`src/rtl/nibble_serial_add_ctrl.sv`:
```
// nibble_serial_add_ctrl
//   Serial add/subtract engine. One 4-bit ripple adder built from full_adder
//   cells is reused across NIBBLES cycles, LSB nibble first, with a 1-bit
//   carry register linking the nibbles. Subtraction is A + ~B + 1: the
//   carry register is seeded with SUB and the B nibble is inverted.
//
//   Parameters
//     NIBBLES  operand length in nibbles (2..8), W = 4*NIBBLES
//   Ports
//     clk      clock, rising edge
//     rst      synchronous active-high reset
//     START    begin an operation (ignored while BUSY)
//     SUB      0 = A+B, 1 = A-B (sampled with START)
//     A, B     W-bit operands (sampled with START)
//     BUSY     high while an operation is in flight
//     DONE     one-cycle pulse when OUT carries a new result
//     OUT      result of the last completed operation
//   Optional (macro NIBBLE_SERIAL_CARRY_OUT_EN)
//     COUT     final carry-out (for SUB, 1 = no borrow)
//     OVF      signed overflow (carry into MSB ^ carry out of MSB)

module full_adder (
  input  logic a,
  input  logic b,
  input  logic ci,
  output logic s,
  output logic co
);
  assign s  = a ^ b ^ ci;
  assign co = (a & b) | (ci & (a ^ b));
endmodule

module nibble_serial_add_ctrl #(
  parameter int NIBBLES = 4
) (
  input  logic                 clk,
  input  logic                 rst,
  input  logic                 START,
  input  logic                 SUB,
  input  logic [4*NIBBLES-1:0] A,
  input  logic [4*NIBBLES-1:0] B,
  output logic                 BUSY,
  output logic                 DONE,
  output logic [4*NIBBLES-1:0] OUT
`ifdef NIBBLE_SERIAL_CARRY_OUT_EN
  ,
  output logic                 COUT,
  output logic                 OVF
`endif
);
  localparam int IW = $clog2(NIBBLES);

  typedef enum logic {IDLE, RUN} state_t;

  state_t                  state;
  logic [NIBBLES-1:0][3:0] a_q, b_q, res, res_nxt;
  logic                    sub_q;
  logic                    carry;
  logic [IW-1:0]           idx;
  logic [3:0]              a_nib, b_nib, sum;
  logic [4:0]              c;
  logic                    last;

  // Operand nibble select; B is inverted for two's-complement subtract.
  assign a_nib = a_q[idx];
  assign b_nib = b_q[idx] ^ {4{sub_q}};
  assign c[0]  = carry;

  for (genvar i = 0; i < 4; i++) begin : g_fa
    full_adder u_fa (
      .a  (a_nib[i]),
      .b  (b_nib[i]),
      .ci (c[i]),
      .s  (sum[i]),
      .co (c[i+1])
    );
  end

  assign last = (idx == IW'(NIBBLES - 1));

  // Result with the current nibble merged in, so the last cycle can load
  // OUT with the complete value in the same edge the final nibble lands.
  always_comb begin
    res_nxt      = res;
    res_nxt[idx] = sum;
  end

  always_ff @(posedge clk) begin
    if (rst) begin
      state <= IDLE;
      BUSY  <= 1'b0;
      DONE  <= 1'b0;
      OUT   <= '0;
      carry <= 1'b0;
      idx   <= '0;
      res   <= '0;
      a_q   <= '0;
      b_q   <= '0;
      sub_q <= 1'b0;
`ifdef NIBBLE_SERIAL_CARRY_OUT_EN
      COUT  <= 1'b0;
      OVF   <= 1'b0;
`endif
    end else begin
      DONE <= 1'b0;
      case (state)
        IDLE: begin
          if (START) begin
            a_q   <= A;
            b_q   <= B;
            sub_q <= SUB;
            carry <= SUB;
            idx   <= '0;
            BUSY  <= 1'b1;
            state <= RUN;
          end
        end
        RUN: begin
          res   <= res_nxt;
          carry <= c[4];
          idx   <= idx + 1'b1;
          if (last) begin
            OUT   <= res_nxt;
            DONE  <= 1'b1;
            BUSY  <= 1'b0;
            idx   <= '0;
            state <= IDLE;
`ifdef NIBBLE_SERIAL_CARRY_OUT_EN
            COUT  <= c[4];
            OVF   <= c[3] ^ c[4];
`endif
          end
        end
        default: state <= IDLE;
      endcase
    end
  end
endmodule

```
`config.mk`:
```
export PLATFORM = sky130hd
export DESIGN_NAME = nibble_serial_add_ctrl
export DESIGN_NICKNAME = d
export VERILOG_FILES = /design/src/rtl/nibble_serial_add_ctrl.sv
export SDC_FILE = /design/constraint.sdc
export NUM_CORES = 1
export LEC_CHECK = 0
export BUFFER_PORTS_ARGS = -buffer_cell sky130_fd_sc_hd__buf_2
export CELL_PAD_IN_SITES_DETAIL_PLACEMENT = 1
export CELL_PAD_IN_SITES_GLOBAL_PLACEMENT = 1
export CORE_ASPECT_RATIO = 2
export CORE_MARGIN = 2
export CORE_UTILIZATION = 41
export CTS_BUF_LIST = sky130_fd_sc_hd__clkbuf_16
export CTS_CLUSTER_DIAMETER = 100
export DETAILED_ROUTE_END_ITERATION = 6
export GPL_ROUTABILITY_DRIVEN = 0
export GPL_TIMING_DRIVEN = 0
export PLACE_DENSITY_LB_ADDON = 0.1
export SLEW_MARGIN = 0
export SYNTH_ARGS = -nofsm -noshare
export SYNTH_HDL_FRONTEND = slang
export SYNTH_SLANG_ARGS = --single-unit
export TNS_END_PERCENT = 5
```
`constraint.sdc`:
```
create_clock -name clk -period 3.95 [get_ports clk]
set_clock_uncertainty 0.05 [all_clocks]
set_input_delay 0 -clock clk [delete_from_list [all_inputs] [get_ports clk]]
set_output_delay 0 -clock clk [all_outputs]
set_load 0.02 [all_outputs]
```
After elaboration in Yosys (flattened, before gate mapping) --
Index checks and enable logic that the tools add are counted.
Word-level totals: register bits 71, input bits 36, output and inout bits 18
Cells by class: $add $sub $neg 1, order comparisons 2, equal/unequal tests 3, multiplexer cells 19, bitwise logic cells 22, reduce and logical (&&, ||, !) cells 5
Operators by type and width (count):
- binary-select mux 4 bit (select 2 bit) | 2
- bitwise mux 16 bit | 1
- 2-to-1 mux 4 bit | 3
- AND 1 bit | 8
- demux 4 bit (select 2 bit) | 1
- XOR 1 bit | 8
- 2-to-1 mux 1 bit | 6
- case mux 1 bit (2 select lines) | 3
- AND reduction 2 bit | 3
- 2-to-1 mux 2 bit | 2
- bitwise OR 1 bit | 4
- case mux 2 bit (2 select lines) | 1
- XOR 4 bit | 1
- < comparator 2 x 3 -> 1 bit (second input constant) | 1
- adder 2 x 1 -> 2 bit (second input constant) | 1
- == test 2 bit (second input constant) | 1
- >= comparator 2 x 1 -> 1 bit (second input constant) | 1
- inequality test 2 x 1 -> 1 bit (second input constant) | 1
- inequality test 2 bit (second input constant) | 1
- OR reduction 2 bit | 1
- logical AND 1 bit | 1
- inverter 1 bit | 1

Depth between registers and ports, before layout --
Gate-level depths: netlist (run 1).
depth in word-level cells 13, depth in mapped cells 13, gate-level depth less buffers 11

Hierarchy --
Synthesis (run 1) repeated with hierarchy kept, for this count alone.
Second synthesis, totals: cell total of the unflattened synthesis 346, area total of the unflattened synthesis 3106.7 um^2
By module, submodules not included:
- nibble_serial_add_ctrl | times used 1, cells each 342, area an instance 3026.7 um^2
- full_adder | times used 4, cells each 1, area an instance 20.0 um^2

Worst setup path before layout (run 1) --
No wires, ideal clock.
kind register -> register, start register idx[0], end register OUT[15], data arrival time 2964 ps, slack 819 ps, cell stages (with the launch flop) 13, path buffers 2, clock period less this slack 3131 ps, cells stage by stage dfxtp_1 > buf_6 > mux4_2 > xnor2_1 > fa_1 > inv_1 > fa_1 > inv_1 > fa_1 > inv_1 > fa_1 > clkbuf_1 > a22o_1
Between the ends: longest elaborated chain between the ends 12, elaborated cells between the ends (all ways) 27, those cells by class order compare: 2; eq/ne: 1; mux: 7; bitwise: 15; reduce/logical: 2
Ends and longest elaborated chain:
- start, declared | line 59 | logic [IW-1:0] idx;
- start signal, assigned | line 121 | idx <= idx + 1'b1;
- binary-select mux 4 bit (select 2 bit) | line 66 | assign b_nib = b_q[idx] ^ {4{sub_q}};
- 2-to-1 mux 4 bit (not written as such) | line 66
- XOR 4 bit | line 66
- XOR 1 bit | line 30 | assign co = (a & b) | (ci & (a ^ b));
- AND 1 bit | line 30
- bitwise OR 1 bit | line 30
- AND 1 bit | line 30
- bitwise OR 1 bit | line 30
- AND 1 bit | line 30
- bitwise OR 1 bit | line 30
- XOR 1 bit | line 29 | assign s = a ^ b ^ ci;
- bitwise mux 16 bit | line 85 | res_nxt[idx] = sum;
- end signal, assigned | line 123 | OUT <= res_nxt;
- end, declared | line 44 | output logic [4*NIBBLES-1:0] OUT
Parallel ways exist; a longest one is shown, timed or not. The select of a mux whose other input is x is not followed. A chain may end at the register's enable or synchronous reset.

Final worst setup path (run 1) --
start register idx[0], end register OUT[3]
Same word-level chain as after synthesis.

==> results of run 1 <==
## cells by family after synthesis
group | count (synthesis) | synth area share, %
simple gates | 112 | 15.8
compound gates | 77 | 14.8
flops | 67 | 47.5
buf+inv | 37 | 6.12
mux | 16 | 9.93
fa+ha+maj | 8 | 4.61
xor+xnor | 4 | 1.24
## critical path: cells and delay by family (launching register included)
kind / cells / cell delay [ns]
xor gates and xnor gates: 1 / 0.22
DFF: 1 / 0.43
muxes: 2 / 0.67
adders and majority gates: 4 / 1.23
buffers and inverters: 5 / 0.74
AOI/OAI and AO/OA: 1 / 0.17
## metal layers
metal / track usage [%] / wire length (um)
met1: 19.5 / 2700
met2: 47.2 / 4790
met3: 5.57 / 233
met4: 12.4 / 248
met5: 0 / 0
## sequential cells by signal, indices dropped and copies added, names as in the netlist
| name | count |
|---|---|
| a_q | 16 |
| BUSY | 1 |
| state | 1 |
| b_q | 16 |
| res | 12 |
| idx | 2 |
| sub_q | 1 |
| carry | 1 |
| DONE | 1 |
| OUT | 16 |
## placed cells by master (no fill, tap or decap), drive strengths merged, types with 4 or more instances in the layout
cell type and instances:
clkinv 5, nand2 96, dfxtp 67, mux4 8, fa 4, nor2 4, buf 69, dlygate4sd3 34
a311oi 6, a21oi 48, clkbuf 21, o21ai 20, nand3 6, mux2i 7, inv 10, ha 4
## final timing paths
path / cells after the start / to / from
setup / recovery: 13 / OUT[3] / idx[0]
hold / removal: 3 / res[5] / rst
setup reg to reg: 13 / OUT[3] / idx[0]
hold reg to reg: 2 / OUT[8] / OUT[8]
## final cells by class
type / instances / share of cell area, %
sequential: 67 / 35.4
multi-input combinational: 217 / 34.5
timing repair buffer: 87 / 16.0
clock buffer: 9 / 5.94
buffer: 28 / 3.67
tap: 88 / 2.91
inverter: 9 / 0.892
clock inverter: 6 / 0.661
## stage by stage
step / utilization (%) / hold WS (ns)
after floorplan: - / 0.0860
after global placement: 48.3 / 0.191
after detailed placement: 48.3 / 0.199
after CTS: 57.2 / 0.0706
after global routing: 57.2 / 0.106
final: 57.2 / 0.0858
## where the power goes
part | switching (uW) | internal (uW)
Sequential | 13.9 | 705
Clock | 278 | 409
Combinational | 126 | 98.5
Total | 418 | 1210
## what timing repair did
action                    4_1_cts  5_1_grt
hold buffers                   34        0
gates resized for setup         0        0
hold endpoints to repair       34        0
==> metrics.yaml, run 1 <==
rsz0062_at_grt: "false"
die_w_um: 62.7
final_cell_area_um2: 3790
synth-edff-count: 0
ys_ff_latch: 67
clk_transition_reported_paths_ns: 0.05
p_total_uw: 1630
cp.required_ns: 4.16
grt_remaining_overflow: 0
max_clock_freq_ghz: 0.279
finalCritPeriodShare_pct: 90.9
drive_gt1_share_pct: 19.9
yosysMostFrequentCell: "nand2_1"
critPathKind: "reg2reg"
path_common_cell: "fa_1"
pre_cts_ws_ns: 0.373
syn_area_um2: 2820
io_pins: 54
clk_latency_ns: 0.33
ir_drop_v: 0.000347
max_stage_delay_ns: 0.52
dr.pass1.iters: 4
rows: 42
vias: 2574
setup_ws_ns: 0.360
ant_nets: 0
start_kind: "flip-flop"
syn_inst: 321
async_reset_ff_share_pct: 0
grt_max_degree: 11
yosysTopAreaCell: "dfxtp_1"
rrSetupSlack_ns: 0.36
holdCritPathClass: "in2reg"
synth_ff_type: "dfxtp_1"
synth-seq-area-share_pct: 47.5
cp-end-kind: "flip-flop"
multi_input_area_um2: 1310
finalSetupViolCount: 0
yosys_warnings: 0
cts_max_level: 3
num_antenna_cells: 0
place_inst: 462
fin_nets: 463
cts_setup_buffers: 0
drtIter0Drc: 50
postRouteWirelength_mm: 7.97
placed_area_um2: 3200
antenna_found_initial: 0
io_buffers: 53
clockRootBuffer: "clkbuf_16"
cp_data_arrival_time_ns: 3.80
slew_viol_final: 0
final_cells: 511
grt_use_total_pct: 23.1
synth_area_leaders: "dfxtp_1 48%, nand2_1 13%, a21oi_1 8.5%"
wl_per_cell_um: 15.6
die_y_um: 121
clock-sinks: 67
cts_tree: "yes"
synth_cell_types: 28
viasPerCell: 5.04
outcome: "finished, final reports clean"
p_leak_uw: 0.00159
grt_pass1_wl_mm: 12.9
start_util_pct: 42.6
grt_pass1_vias: 2767
slew_headroom_pct: 54.3
syn_avg_cell_area_um2: 8.79
worstMarginPinSlew_ns: 0.685
max_cap_violations: 0
dieArea_um2: 7600
dp_hpwl_mm: 5.21
cts_buffers: 9
p_per_area_nw_per_um2: 430
netlist.area_leader.share_pct: 47.5
period_needed_ns: 3.59
syn_to_final_growth_pct: 34.2
crit_slowest_cell: "mux4_2"
clockBufferDepth: 2
core-area_um2: 6620
finalHoldViolations: 0
finalSetupTns_ns: 0
synth_commonest_cells: "96 x nand2_1, 67 x dfxtp_1, 48 x a21oi_1, 20 x o21ai_0"
drcViolationCount: 0
crit_fanout: 10
crit_path_cell_trace: "buf_6, mux4_2, xnor2_1, fa_1, inv_1, fa_1, inv_1, fa_1, inv_1, fa_1, clkbuf_1, mux2i_1, o21ai_0"
synthesis.nets: 365
register_area_um2: 1340
fillers: 810
Power figures use the tool's default switching activity.
==> run 2, diff against run 1 <==
ABC_AREA = 1   (was not set)
CORE_UTILIZATION = 40   (was 41)
==> run 2 against run 1 <==
Effect of this change:
- sequential power is 2.9% higher
- sequential cell count stayed put
- synthesized cell count is 22% higher
- routed wire length is 4.5% higher
- cell count is 15% higher
- power is 10% higher
- die area is 7.0% higher
- core utilization is 2.2 points lower
- non-clock buffer count is 4 lower
- clock-buffer cell count stayed put
- fmax is 2.1% higher
- critical endpoint is now res[11]
- highest routed layer unchanged
==> metrics.yaml, run 2 <==
rsz0062_at_grt: "false"
synth-simple-area-share_pct: 25.5  # +9.7 points
rows: 44  # +4.8%
worstHoldPathCells: 4  # +1
p_per_area_nw_per_um2: 452  # +5.0%
holdCritPathClass: "in2reg"
setup_ws_ns: 0.436  # +0.0755 ns
grt_use_total_pct: 22.7  # -0.42 points
yosysMostFrequentCell: "nor2_1"
syn_avg_cell_area_um2: 7.54  # -14%
netlist.area_leader.share_pct: 45.4  # -2.2 points
synthXorXnorAreaFrac_pct: 0  # -1.2 points
antenna_found_initial: 0  # unchanged
period_needed_ns: 3.51  # -0.0755 ns
cts_tree: "yes"
cts_buffers: 9  # unchanged
finalHoldViolations: 0  # unchanged
critPathKind: "reg2reg"
yosys_warnings: 0  # unchanged
yosysTopAreaCell: "dfxtp_1"
crit_fanout: 10  # unchanged
max_stage_delay_ns: 0.48  # -0.04 ns
cp-end-kind: "flip-flop"
io_buffers: 52  # -1.9%
cp_data_arrival_time_ns: 3.69  # -0.11 ns
cp.required_ns: 4.13  # -0.03 ns
viasPerCell: 4.94  # -2.0%
dieArea_um2: 8140  # +7.0%
finalSetupTns_ns: 0  # unchanged
grt_remaining_overflow: 0  # unchanged
r2r_cells: 17  # +4
layout_common_cells: "75 x nor2_1, 69 x nand2_1, 67 x dfxtp_1, 63 x buf_2, 61 x o21ai_0"
clockRootBuffer: "clkbuf_16"
ant_nets: 0  # unchanged
grt_max_degree: 12  # +1
start_kind: "flip-flop"
clockBufferDepth: 2  # unchanged
outcome: "finished, final reports clean"
ys_ff_latch: 67  # unchanged
synth_compound_area_share_pct: 16.0  # +1.1 points
async_reset_ff_share_pct: 0  # unchanged
grt_pass1_vias: 3130  # +13%
synth_top_family_by_area: "simple AND/OR/NAND/NOR gates"
drive_gt1_share_pct: 20.8  # +0.95 points
wl_per_cell_um: 14.2  # -9.0%
die_y_um: 126  # +3.5%
drcViolationCount: 0  # unchanged
grt_pass1_wl_mm: 14.2  # +10%
max_clock_freq_ghz: 0.285  # +2.1%
synth_cell_types: 21  # -25%
dp_hpwl_mm: 5.88  # +13%
fin_nets: 535  # +16%
postRouteWirelength_mm: 8.33  # +4.5%
vias: 2897  # +13%
synth_commonest_cells: "75 x nor2_1, 69 x nand2_1, 67 x dfxtp_1, 61 x o21ai_0, 34 x nand3_1"
mostFrequentLayoutCell: "nor2_1"
crit_path_cell_trace: "buf_4, clkinv_1, nand3_1, nand2_1, nand2_1, nand2_1, fa_1, inv_1, fa_1, inv_1, fa_1, inv_1, fa_1, nand2_1, o21ai_0, o21ai_0, inv_1"
synth_ff_type: "dfxtp_1"
clk_transition_reported_paths_ns: 0.05  # about the same
synth.area.mux_share_pct: 0  # -9.9 points
p_leak_uw: 0.00186  # +17%
syn_area_um2: 2960  # +4.7%
io_pins: 54  # unchanged
max_cap_violations: 0  # unchanged
final_util_pct: 55.0  # -2.2 points
worstMarginPinSlew_ns: 0.346  # -0.340 ns
start_util_pct: 41.0  # -1.6 points
reg_top3: "OUT: 16 flops, a_q: 16 flops, b_q: 16 flops"
dr.pass1.iters: 4  # unchanged
slew_headroom_pct: 76.7  # +22 points
drtIter0Drc: 138  # +180%
cts_max_level: 3  # unchanged
syn_inst: 392  # +22%
synth-edff-count: 0  # unchanged
crit_slowest_cell: "fa_1"
finalCritPeriodShare_pct: 89.0  # -1.9 points
slew_viol_final: 0  # unchanged
synthesis.nets: 436  # +19%
ir_drop_v: 0.000328  # -5.5%
clock-sinks: 67  # unchanged
syn_to_final_growth_pct: 34.2  # about the same
synth-seq-area-share_pct: 45.4  # -2.2 points
die_w_um: 64.8  # +3.4%
synthAdderAreaFrac_pct: 4.40  # -0.21 points
clk_latency_ns: 0.33  # about the same
cts_resized: 0  # unchanged
core-area_um2: 7210  # +8.9%
synth_area_leaders: "dfxtp_1 45%, o21ai_0 10%, nor2_1 9.5%"
pre_cts_ws_ns: 0.458  # +0.0854 ns
num_antenna_cells: 0  # unchanged
finalSetupViolCount: 0  # unchanged
run 2: cell types whose count changed after synthesis, sizes merged, moves of 4 or more:
| cell | change |
|---|---|
| nand3 | +28 |
| mux2i | -7 |
| buf | +4 |
| clkbuf | -9 |
| a21oi | -34 |
| inv | +16 |
| a311oi | -6 |
| nand2 | -25 |
| o21ai | +51 |
| mux4 | -8 |
| nor2 | +72 |
run 2: where the power goes:
part	switching, uW	internal [uW]	total, uW
combinational	180	123	303
clock	276	474	750
sequential	21.2	719	740
total	477	1320	1790
run 2: cell type report:
type	instances	area (um^2)
fill	911	3240
timing repair buffer	88	621
buffer	23	160
clock buffer	9	225
tap	92	115
clock inverter	6	50.0
multi-input combinational	276	1360
sequential	67	1340
inverter	26	100
run 2: kinds of logic after synthesis:
| group | after synthesis |
|---|---|
| flops | 67 |
| fa+ha+maj | 8 |
| simple gates | 181 |
| compound gates | 87 |
| buf+inv | 49 |
run 2: through the flow:
stage	instances	hold slack [ns]	area [um^2]	total power, uW
finish	587	0.399	3970	1790
global route	587	0.438	3970	1880
CTS	587	0.399	3970	1810
detailed placement	536	0.203	3330	1030
global placement	536	0.183	3330	1020
floorplan	392	0.0957	2960	939
run 2: worst paths after layout:
path / start / to / slack, ns
worst max-delay path: idx[1] / res[11] / 0.44
worst min-delay path: A[0] / a_q[0] / 0.40
worst max register to register: idx[1] / res[11] / 0.44
worst min register to register: OUT[3] / OUT[3] / 0.42
run 2: timing repair:
| action | in CTS | in global routing |
|---|---|---|
| endpoints found under the hold margin | 36 | 0 |
| hold buffers | 36 | 0 |
| setup buffers | 0 | 0 |
run 2: critical path, delay by kind of cell, from the launching register on:
kind / cells / cell delay (ns)
adders and majority gates: 4 / 1.37
buffers and inverters: 6 / 0.79
and+or+nand+nor: 5 / 0.54
DFF: 1 / 0.35
AOI/OAI and AO/OA: 2 / 0.30
run 2: layer usage:
metal  GRT usage (%)  vias up  part of all wire, %
met1            21.6     1375                   36
li1                -     1462                    -
met5               0        -                    0
met4            10.4        0                  2.3
met2            44.1       44                   59
met3            4.32       16                  2.4
==> run 3, diff against run 2 <==
CORE_UTILIZATION = 41   (was 40)
CTS_BUF_LIST = sky130_fd_sc_hd__clkbuf_8   (was sky130_fd_sc_hd__clkbuf_16)
==> run 3 against run 2 <==
Effect of this change:
- first-iteration DRC count decreased by 29%
- non-clock buffer count grew 1
- final area decreased by 2.2%
==> metrics.yaml, run 3 (same netlist as run 2, synthesis figures left out) <==
rsz0062_at_grt: "false"
grt_use_total_pct: 23.0  # +0.30 points
finalHoldViolations: 0  # unchanged
cp-end-kind: "flip-flop"
cts_buffers: 9  # unchanged
slew_viol_final: 0  # unchanged
drtIter0Drc: 98  # -29%
p_int_uw: 1110  # -16%
critPathKind: "reg2reg"
slew_headroom_pct: 75.3  # -1.4 points
die_w_um: 64.0  # -1.1%
vias: 2890  # -0.24%
clockBufferDepth: 2  # unchanged
finalSetupTns_ns: 0  # unchanged
clk_transition_reported_paths_ns: 0.07  # +0.02 ns
wl_per_cell_um: 14.4  # +1.1%
reg_top3: "OUT: 16 flops, a_q: 16 flops, b_q: 16 flops"
holdCritPathClass: "in2reg"
syn_to_final_growth_pct: 31.2
max_clock_freq_ghz: 0.289  # +1.7%
finalCritPeriodShare_pct: 87.5  # -1.5 points
die_y_um: 124  # -1.2%
min_from: "B[15]"
dp_hpwl_mm: 5.89  # +0.20%
outcome: "finished, final reports clean"
cts_tree: "yes"
clkPwrFrac_pct: 33.7  # -8.1 points
grt_pass1_vias: 2962  # -5.4%
pwr-share-seq_pct: 47.0  # +5.7 points
p_leak_uw: 0.00182  # -2.0%
postRouteWirelength_mm: 8.41  # +0.96%
ir_drop_v: 0.000260  # -21%
startpoint: "idx[1]"
pwr-share-comb_pct: 19.2  # +2.3 points
r2r-start: "idx[1]"
p_per_area_nw_per_um2: 404  # -10%
rows: 43  # -2.3%
swShare_pct: 29.2  # +2.5 points
p_total_uw: 1570  # -12%
io_pins: 54  # unchanged
crit_fanout: 10  # unchanged
finalSetupViolCount: 0  # unchanged
num_antenna_cells: 0  # unchanged
register_area_um2: 1340  # unchanged
drcViolationCount: 0  # unchanged
antenna_found_initial: 0  # unchanged
p_sw_uw: 457  # -4.2%
dieArea_um2: 7950  # -2.3%
cts_max_level: 3  # unchanged
ant_nets: 0  # unchanged
clockRootBuffer: "clkbuf_8"
mostFrequentLayoutCell: "nor2_1"
grt_remaining_overflow: 0  # unchanged
dr.pass1.iters: 4  # unchanged
start_kind: "flip-flop"
postCtsHoldBufs: 37  # +2.8%
grt_max_degree: 12  # unchanged
fin_nets: 536  # +0.19%
clock-sinks: 67  # unchanged
cts_resized: 0  # unchanged
start_util_pct: 42.6  # +1.6 points
fillers: 875  # -4.0%
io_buffers: 52  # unchanged
core-area_um2: 6940  # -3.8%
drive_gt1_share_pct: 21.4  # +0.56 points
cts_setup_buffers: 0  # unchanged
worstMarginPinSlew_ns: 0.367  # +0.0213 ns
layout_common_cells: "75 x nor2_1, 69 x nand2_1, 67 x dfxtp_1, 63 x buf_2, 61 x o21ai_0"
clk_latency_ns: 0.36  # +0.03 ns
cp.required_ns: 4.16  # +0.03 ns
period_needed_ns: 3.46  # -0.0573 ns
multi_input_area_um2: 1360  # unchanged
viasPerCell: 4.93  # about the same
cp_data_arrival_time_ns: 3.67  # -0.02 ns
max_cap_violations: 0  # unchanged
grt_pass1_wl_mm: 13.6  # -4.1%
-- run 3: cell count changes in the layout (fill, tap and decap cells not counted), sizes merged --
cell,change
clkinv,-1
dlygate4sd3,+1
inv,-1
bufinv,-1
clkbuf,+3
-- run 3: path summary, 6_finish.rpt --
check | to | slack (ns) | cells after the start
worst max-delay path | res[7] | 0.49 | 17
worst min-delay path | b_q[15] | 0.37 | 4
worst max register to register | res[7] | 0.49 | 17
worst min register to register | OUT[1] | 0.42 | 2
-- run 3: layout make-up --
| type | count | area share [%] |
|---|---|---|
| Buffer | 23 | 4.13 |
| Clock buffer | 12 | 4.26 |
| Clock inverter | 3 | 0.355 |
| Inverter | 26 | 2.58 |
| Multi-Input combinational cell | 276 | 34.9 |
| Sequential cell | 67 | 34.6 |
| Tap cell | 90 | 2.90 |
| Timing Repair Buffer | 89 | 16.3 |
-- run 3: power by group through the flow --
stage	Combinational [uW]	Clock, uW	Sequential [uW]
3_5_place_dp	275	0	753
5_1_grt	344	560	742
3_3_place_gp	266	0	752
4_1_cts	303	539	738
6_report	302	529	738
2_1_floorplan	191	0	748
-- run 3: critical path, stage by stage (launching register included) --
cell	delay, ns
dfxtp_1	0.37
buf_4	0.20
clkinv_1	0.31
nand3_1	0.24
nand2_1	0.07
nand2_1	0.06
nand2_1	0.07
fa_1	0.37
inv_1	0.08
fa_1	0.16
inv_1	0.05
fa_1	0.36
inv_1	0.09
fa_1	0.47
nand2_1	0.09
o21ai_0	0.11
o21ai_0	0.16
inv_1	0.05
-- run 3: per-layer routing --
layer | up-vias | wire length [um] | part of all wire, % | track usage (%)
met2 | 45 | 4970 | 59 | 46.2
met3 | 14 | 165 | 2.0 | 3.52
met4 | 0 | 234 | 2.8 | 12.2
met5 | - | 0 | 0 | 0
met1 | 1370 | 3040 | 36 | 21.3
li1 | 1461 | - | - | -
-- run 3: through the flow --
stage	cells	instance area [um^2]	hold slack (ns)	worst slack, ns	utilization [%]
after floorplan	392	2960	0.0957	1.03	-
after global placement	534	3330	0.187	0.512	48.0
after detailed placement	534	3330	0.209	0.455	48.0
after CTS	586	3880	0.369	0.435	55.9
after global routing	586	3880	0.407	0.215	55.9
final	586	3880	0.372	0.493	55.9
